===== config.mk =====
export PLATFORM = sky130hd
export DESIGN_NAME = spec_rat_recovery_ctrl
export DESIGN_NICKNAME = d
export VERILOG_FILES = /design/src/rtl/spec_rat_recovery_ctrl_pkg.sv /design/src/rtl/spec_rat_recovery_ctrl_rob_ptr_dist.sv /design/src/rtl/spec_rat_recovery_ctrl.sv
export SDC_FILE = /design/constraint.sdc
export NUM_CORES = 1
export LEC_CHECK = 0
export BUFFER_PORTS_ARGS = -buffer_cell sky130_fd_sc_hd__clkbuf_2
export CAP_MARGIN = 10
export CORE_MARGIN = 10
export CORE_UTILIZATION = 40
export CTS_CLUSTER_SIZE = 14
export DETAILED_ROUTE_END_ITERATION = 10
export PLACE_DENSITY = 0.66
export SYNTH_ARGS = -nofsm -noshare
export SYNTH_HDL_FRONTEND = slang
export SYNTH_SLANG_ARGS = --single-unit

===== constraint.sdc =====
create_clock -name clock -period 6.5 [get_ports clock]
set_input_delay 0.65 -clock clock [delete_from_list [all_inputs] [get_ports clock]]
set_output_delay 0.65 -clock clock [all_outputs]
set_load 0.1 [all_outputs]

===== src/rtl/spec_rat_recovery_ctrl_pkg.sv =====
// Shared ROB / rename constants and types for speculative RAT recovery.
// Latency: n/a (types and helpers only).
// Backpressure: n/a.
package spec_rat_recovery_ctrl_pkg;

    // ROB holds 2**ROB_IDX_W = 64 entries; a pointer carries one extra wrap bit.
    localparam int ROB_IDX_W = 6;
    localparam int PTR_W     = ROB_IDX_W + 1;
    localparam int PREG_W    = 6;
    localparam int LREG_W    = 5;

    // Encodings are shared with the ROB and spec RAT, keep them stable.
    typedef enum logic [1:0] {
        ROB_STATE_IDLE     = 2'b00,
        ROB_STATE_ROLLBACK = 2'b01,
        ROB_STATE_WALK     = 2'b10
    } rob_state_e;

    typedef logic [PTR_W-1:0]  rob_ptr_t;
    typedef logic [PREG_W-1:0] preg_t;
    typedef logic [LREG_W-1:0] lreg_t;

    // Strip the wrap bit to get the physical ROB slot.
    function automatic logic [ROB_IDX_W-1:0] rob_idx(input rob_ptr_t ptr);
        return ptr[ROB_IDX_W-1:0];
    endfunction

endpackage


===== src/rtl/spec_rat_recovery_ctrl_rob_ptr_dist.sv =====
// Wrap-aware ROB pointer distance from a base, plus "closer to base than limit" compare.
// Latency: purely combinational.
// Backpressure: none.
module spec_rat_recovery_ctrl_rob_ptr_dist
    import spec_rat_recovery_ctrl_pkg::*;
(
    input  logic [PTR_W-1:0] i_ptr,
    input  logic [PTR_W-1:0] i_base,
    input  logic [PTR_W-1:0] i_lim,
    output logic [PTR_W-1:0] o_dist,
    output logic             o_older
);

    logic [PTR_W-1:0] w_lim_dist;

    // Modular subtraction makes the wrap bit take care of crossing the ROB end.
    assign o_dist     = i_ptr - i_base;
    assign w_lim_dist = i_lim - i_base;
    assign o_older    = (o_dist < w_lim_dist);

endmodule


===== src/rtl/spec_rat_recovery_ctrl.sv =====
// Spec RAT recovery sequencer: one ROLLBACK cycle, then replays surviving ROB entries 2/cycle.
// Latency: flush -> ROLLBACK next cycle; walk outputs combinational from ROB read data.
// Backpressure: holds rn_stall while busy; optional perf counters under RECOVERY_PERF_CNT_EN.
module spec_rat_recovery_ctrl
    import spec_rat_recovery_ctrl_pkg::*;
(
    input  logic                 clock,
    input  logic                 reset_n,
    input  logic                 flush_valid,
    input  logic [PTR_W-1:0]     flush_ptr,
    input  logic                 flush_incl_self,
    input  logic [PTR_W-1:0]     rob_head_ptr,
    output logic [ROB_IDX_W-1:0] walk_rd_addr0,
    output logic [ROB_IDX_W-1:0] walk_rd_addr1,
    input  logic                 walk_rd_need_to_wb0,
    input  logic                 walk_rd_need_to_wb1,
    input  logic [LREG_W-1:0]    walk_rd_lrd0,
    input  logic [LREG_W-1:0]    walk_rd_lrd1,
    input  logic [PREG_W-1:0]    walk_rd_prd0,
    input  logic [PREG_W-1:0]    walk_rd_prd1,
    output logic [1:0]           rob_state,
    output logic                 walking_valid0,
    output logic                 walking_valid1,
    output logic [LREG_W-1:0]    walking_lrd0,
    output logic [LREG_W-1:0]    walking_lrd1,
    output logic [PREG_W-1:0]    walking_prd0,
    output logic [PREG_W-1:0]    walking_prd1,
    output logic                 tail_restore_valid,
    output logic [PTR_W-1:0]     tail_restore_ptr,
    output logic                 rn_stall,
    output logic                 recovery_done
`ifdef RECOVERY_PERF_CNT_EN
    ,
    output logic [31:0]          perf_flush_cnt,
    output logic [31:0]          perf_recovery_cycles
`endif
);

    rob_state_e       r_state;
    rob_state_e       w_state_nxt;
    logic [PTR_W-1:0] r_walk_ptr;
    logic [PTR_W-1:0] r_end_ptr;
    logic [PTR_W-1:0] r_head_lat;
    logic             r_tail_vld;
    logic [PTR_W-1:0] w_walk_nxt;
    logic [PTR_W-1:0] w_remaining;
    logic             w_last_walk;
    logic [PTR_W-1:0] w_head_sel;
    logic [PTR_W-1:0] w_flush_dist;
    logic             w_flush_older;
    logic [PTR_W-1:0] w_end_nxt;
    logic             w_flush_acc;
    logic             w_slot0;
    logic             w_slot1;
    logic             w_in_walk;

    // Entries left to replay; "older than walk+3" means at most two remain (final cycle).
    spec_rat_recovery_ctrl_rob_ptr_dist u_remaining (
        .i_ptr   (r_end_ptr),
        .i_base  (r_walk_ptr),
        .i_lim   (r_walk_ptr + PTR_W'(3)),
        .o_dist  (w_remaining),
        .o_older (w_last_walk)
    );

    // Flush age relative to the head: a restart must land strictly before the current boundary.
    assign w_head_sel = (r_state == ROB_STATE_IDLE) ? rob_head_ptr : r_head_lat;

    spec_rat_recovery_ctrl_rob_ptr_dist u_flush_age (
        .i_ptr   (flush_ptr),
        .i_base  (w_head_sel),
        .i_lim   (r_end_ptr - PTR_W'(1)),
        .o_dist  (w_flush_dist),
        .o_older (w_flush_older)
    );

    // New boundary rebuilt from the head-relative distance; same as flush_ptr + incl_self.
    assign w_end_nxt   = w_head_sel + w_flush_dist + PTR_W'(flush_incl_self);
    assign w_flush_acc = flush_valid && ((r_state == ROB_STATE_IDLE) || w_flush_older);
    assign w_in_walk   = (r_state == ROB_STATE_WALK);

    // Next-state, walk-slot activity and done pulse; an accepted flush overrides everything.
    always_comb begin
        w_state_nxt   = r_state;
        w_walk_nxt    = r_walk_ptr;
        w_slot0       = 1'b0;
        w_slot1       = 1'b0;
        recovery_done = 1'b0;
        case (r_state)
            ROB_STATE_IDLE: begin
                w_state_nxt = ROB_STATE_IDLE;
            end
            ROB_STATE_ROLLBACK: begin
                if (w_remaining == '0) begin
                    w_state_nxt   = ROB_STATE_IDLE;
                    recovery_done = 1'b1;
                end else begin
                    w_state_nxt = ROB_STATE_WALK;
                end
            end
            ROB_STATE_WALK: begin
                w_slot0    = (w_remaining != '0);
                w_slot1    = (w_remaining >= PTR_W'(2));
                w_walk_nxt = r_walk_ptr + PTR_W'(w_slot0) + PTR_W'(w_slot1);
                if (w_last_walk) begin
                    w_state_nxt   = ROB_STATE_IDLE;
                    recovery_done = 1'b1;
                end
            end
            default: begin
                w_state_nxt = ROB_STATE_IDLE;
            end
        endcase
        if (w_flush_acc) begin
            w_state_nxt   = ROB_STATE_ROLLBACK;
            w_walk_nxt    = w_head_sel;
            recovery_done = 1'b0;
        end
    end

    // Recovery state, walk/end pointers, latched head and the tail-restore pulse.
    always_ff @(posedge clock or negedge reset_n) begin
        if (!reset_n) begin
            r_state    <= ROB_STATE_IDLE;
            r_walk_ptr <= '0;
            r_end_ptr  <= '0;
            r_head_lat <= '0;
            r_tail_vld <= 1'b0;
        end else begin
            r_state    <= w_state_nxt;
            r_walk_ptr <= w_walk_nxt;
            r_tail_vld <= w_flush_acc;
            if (w_flush_acc) begin
                r_end_ptr <= w_end_nxt;
            end
            if (w_flush_acc && (r_state == ROB_STATE_IDLE)) begin
                r_head_lat <= rob_head_ptr;
            end
        end
    end

    assign rob_state          = r_state;
    assign rn_stall           = (r_state != ROB_STATE_IDLE);
    assign tail_restore_valid = r_tail_vld;
    assign tail_restore_ptr   = r_end_ptr;

    // ROB read addresses only driven while walking; slot1 wraps within the ROB.
    assign walk_rd_addr0 = w_in_walk ? rob_idx(r_walk_ptr) : '0;
    assign walk_rd_addr1 = w_in_walk ? (rob_idx(r_walk_ptr) + ROB_IDX_W'(1)) : '0;

    // Same-lrd conflicts between slots are left for the spec RAT to resolve.
    assign walking_valid0 = w_slot0 && walk_rd_need_to_wb0;
    assign walking_valid1 = w_slot1 && walk_rd_need_to_wb1;
    assign walking_lrd0   = walking_valid0 ? walk_rd_lrd0 : '0;
    assign walking_lrd1   = walking_valid1 ? walk_rd_lrd1 : '0;
    assign walking_prd0   = walking_valid0 ? walk_rd_prd0 : '0;
    assign walking_prd1   = walking_valid1 ? walk_rd_prd1 : '0;

`ifdef RECOVERY_PERF_CNT_EN
    logic [31:0] r_perf_flush_cnt;
    logic [31:0] r_perf_recovery_cycles;

    // Saturating counters: accepted flushes (restarts included) and busy cycles.
    always_ff @(posedge clock or negedge reset_n) begin
        if (!reset_n) begin
            r_perf_flush_cnt       <= '0;
            r_perf_recovery_cycles <= '0;
        end else begin
            if (w_flush_acc && (r_perf_flush_cnt != '1)) begin
                r_perf_flush_cnt <= r_perf_flush_cnt + 32'd1;
            end
            if ((r_state != ROB_STATE_IDLE) && (r_perf_recovery_cycles != '1)) begin
                r_perf_recovery_cycles <= r_perf_recovery_cycles + 32'd1;
            end
        end
    end

    assign perf_flush_cnt       = r_perf_flush_cnt;
    assign perf_recovery_cycles = r_perf_recovery_cycles;
`endif

endmodule


==> results.tsv <==
stage	metric	value	unit
logic_synthesis	Synth area leaders	dfrtp_1 (22%), ha_1 (15%), and2_1 (8.7%)	
run	max-cap check violation count	0	
logic_synthesis	post-synth top area share	22.49	%
drt	antenna viol nets, final	0	
clocking	clock tree from TritonCTS	yes	
timing	Hold Worst Slack	0.3822	ns
worst_hold_path	Hold/Removal Path Class	in2async	
critical_path	Worst Path Required	5.85	ns
die	Starting Density	41.57	%
global_route	initial antenna violation count	0	
drt	number of DRC markers in iteration 0	63	
global_route	total track usage	13.30	%
die	die area	0.01034	mm^2
logic_synthesis	most common cell in the synthesized netlist	and2_1	
critical_path	crit path kind	reg2out	
run_status	status	finished clean	
die	# rows	29	
finish	share of cells above drive strength 1	29.15	%
timing	fin crit share	83.53	%
timing	post-layout minimum cycle time	5.430	ns
logic_synthesis	post-synthesis net count	388	
finish	Total Nets Final	476	
die	Die H	101.7	um
placement	dpl ws	1.333	ns
clocking	CTS Hold Bufs	0	
clocking	clock insertion delay at the later pin of the skew report	0.26	ns
finish	Antenna Cells	0	
timing	fin. max-slew vios	0	
timing	setup_tns	0	ns
drt	Vias/cell	4.975	
logic_synthesis	Cells after Synth	312	
timing	final hold vios	0	
timing	Final Worst Setup Slack	1.070	ns
clocking	CTS-repair resized insts	0	
timing	RSZ-0062 raised after global routing	no	
clocking	clock buffer depth	2	
drt	drt first pass iters	4	
timing	f_max	184.2	MHz
timing	max_slew headroom	53.22	%
drt	detailed-route via count	2363	
die	Top Ports	90	
clocking	post-CTS setup buffer count	0	
logic_synthesis	Post-synth ARST share	100.0	%
die	die span in x	101.7	um
timing	Final Skew	0.002849	ns
logic_synthesis	Post-synth EDFFs	0	
critical_path	Most common cell on crit path	ha_1	
global_route	first-pass GRT wire length	11470	um
global_route	GR Overflow Total	0	
critical_path	crit-path max FO	30	
finish	Syn-to-layout area delta	21.18	%
die	area of the core	0.006422	mm^2
logic_synthesis	Synth Flop Type	dfrtp_1	
critical_path	crit path capture type	output pin	
clocking	Worst-path clk slew	0.08	ns
global_route	vias in the first global route	2316	
finish	Non-Filler Instances	475	
logic_synthesis	Syn Area/Cell	8.558	um^2
drt	Post-route DRC	0	
clocking	CTS buffer count	3	
logic_synthesis	post-synthesis sequential area ratio	22.49	%
logic_synthesis	Mapped Area	0.002670	mm^2
placement	placed insts	472	
logic_synthesis	cell accounting for the most synthesized area	dfrtp_1	
clocking	CTS Sinks	24	
critical_path	CP max-delay cell	ha_1	
critical_path	CP cell instances	inv_1 > ha_1 > mux2i_1 > inv_2 > ha_1 > fa_1 > nand2b_1 > o21ai_0 > o31a_1 > nor2_2 > xor2_2 > xnor2_1 > ha_1 > nor2_1 > o21ai_0 > o21ai_2 > buf_4 > nor2_1 > clkbuf_2	
critical_path	CP Data Arrival Time	4.78	ns
logic_synthesis	yosys warns	0	
placement	routability cong.	0.7923	
clocking	clk root buf	clkbuf_8	
logic_synthesis	post-synth cell types	49	
timing	worst slew pin tran	0.7017	ns
logic_synthesis	Seq cells post-synth	24	
global_route	largest net degree at the start of global routing	31	
logic_synthesis	most frequent cells after synthesis	and2_1 (37), ha_1 (31), nor2_1 (28)	
clocking	depth of the CTS H-tree	1	
critical_path	max incr delay on CP	0.57	ns
critical_path	CP Launch Type	flop	
placement	number of port buffers	89	
drt	WL final	7126	um
timing	Final setup viols	0	
drt	drt wl/cell	15.00	um
placement	estimated wirelength of the detail-placed design	6097	um
==> through the flow <==
step / utilization [%] / area, um^2
after floorplan: - / 2670
after global placement: 49.74 / 3194
after detailed placement: 49.74 / 3194
after CTS: 50.38 / 3236
after global routing: 50.38 / 3236
final: 50.38 / 3236
==> final timing paths <==
path	slack, ns	depth (start not counted)	from	endpoint
worst max-delay path	1.07	19	rob_state[0]$_DFFE_PN0P_	recovery_done
worst min-delay path	0.38	1	reset_n	r_head_lat[4]$_DFFE_PN0P_
worst max register to register	2.03	18	rob_state[0]$_DFFE_PN0P_	tail_restore_ptr[6]$_DFFE_PN0P_
worst min register to register	0.51	1	r_head_lat[5]$_DFFE_PN0P_	r_head_lat[5]$_DFFE_PN0P_
max in group asynchronous	5.72	1	reset_n	r_walk_ptr[2]$_DFFE_PN0P_
min in group clock	0.51	1	r_head_lat[5]$_DFFE_PN0P_	r_head_lat[5]$_DFFE_PN0P_
==> registers in the layout, summed over array words and instances, names as in the netlist <==
name                count
r_walk_ptr              7
rob_state               2
tail_restore_ptr        7
tail_restore_valid      1
r_head_lat              7
==> worst max-delay path, delay by kind of cell, from the launching register on <==
kind,cells,cell delay [ns]
AND/OR/NAND/NOR,4,0.40
buffers and inverters,4,0.85
flip-flops,1,0.43
adder cells (fa/ha/maj),4,1.46
XOR/XNOR,2,0.29
AO/OA/AOI/OAI,4,0.67
multiplexers,1,0.41
==> placed cells by master (no fill, tap or decap), types with 2 or more instances in the layout <==
cell type	n
clkbuf_2	89
and2_1	37
ha_1	31
nor2_1	28
inv_1	26
dfrtp_1	24
xnor2_1	21
a21oi_1	20
nand2_1	18
a21o_1	10
mux2_2	9
o21ai_0	8
xor2_1	8
mux2i_1	6
nand3_1	6
nand2b_1	5
maj3_2	3
nor3_1	3
o21ai_1	3
fa_1	3
clkbuf_8	3
buf_4	3
mux2i_4	2
o31a_1	2
nor4_1	2
o31ai_1	2
nor2b_1	2
nand4_1	2
==> final cells by class <==
class | count | area [um^2]
well taps | 77 | 96.34
repair buffers | 92 | 467.9
multi-input cells | 252 | 1928
clock buffers | 3 | 41.29
flip-flops and latches | 24 | 600.6
inverters | 27 | 101.3
fillers | 617 | 3187
==> cells by family (layout without fill, tap and decap cells) <==
family / Yosys count / in the layout / synth area share [%]
fa+ha+maj: 38 / 38 / 18.42
flops: 24 / 24 / 22.49
mux: 17 / 17 / 7.732
compound gates: 60 / 60 / 15.37
simple gates: 107 / 107 / 20.43
xor+xnor: 30 / 30 / 10.12
buf+inv: 36 / 122 / 5.435
==> layer usage <==
| metal | vias up | share of wire [%] | track usage [%] |
|---|---|---|---|
| li1 | 1234 | - | - |
| met1 | 1077 | 44 | 17.56 |
| met3 | 0 | 5.6 | 3.336 |
| met2 | 52 | 50 | 22.37 |
| met4 | 0 | 0 | 0.6601 |
| met5 | - | 0 | 0 |
Power is left out: the tool's default activity adds up to more than one toggle a clock period on the data nets, which glitch-free logic cannot reach.
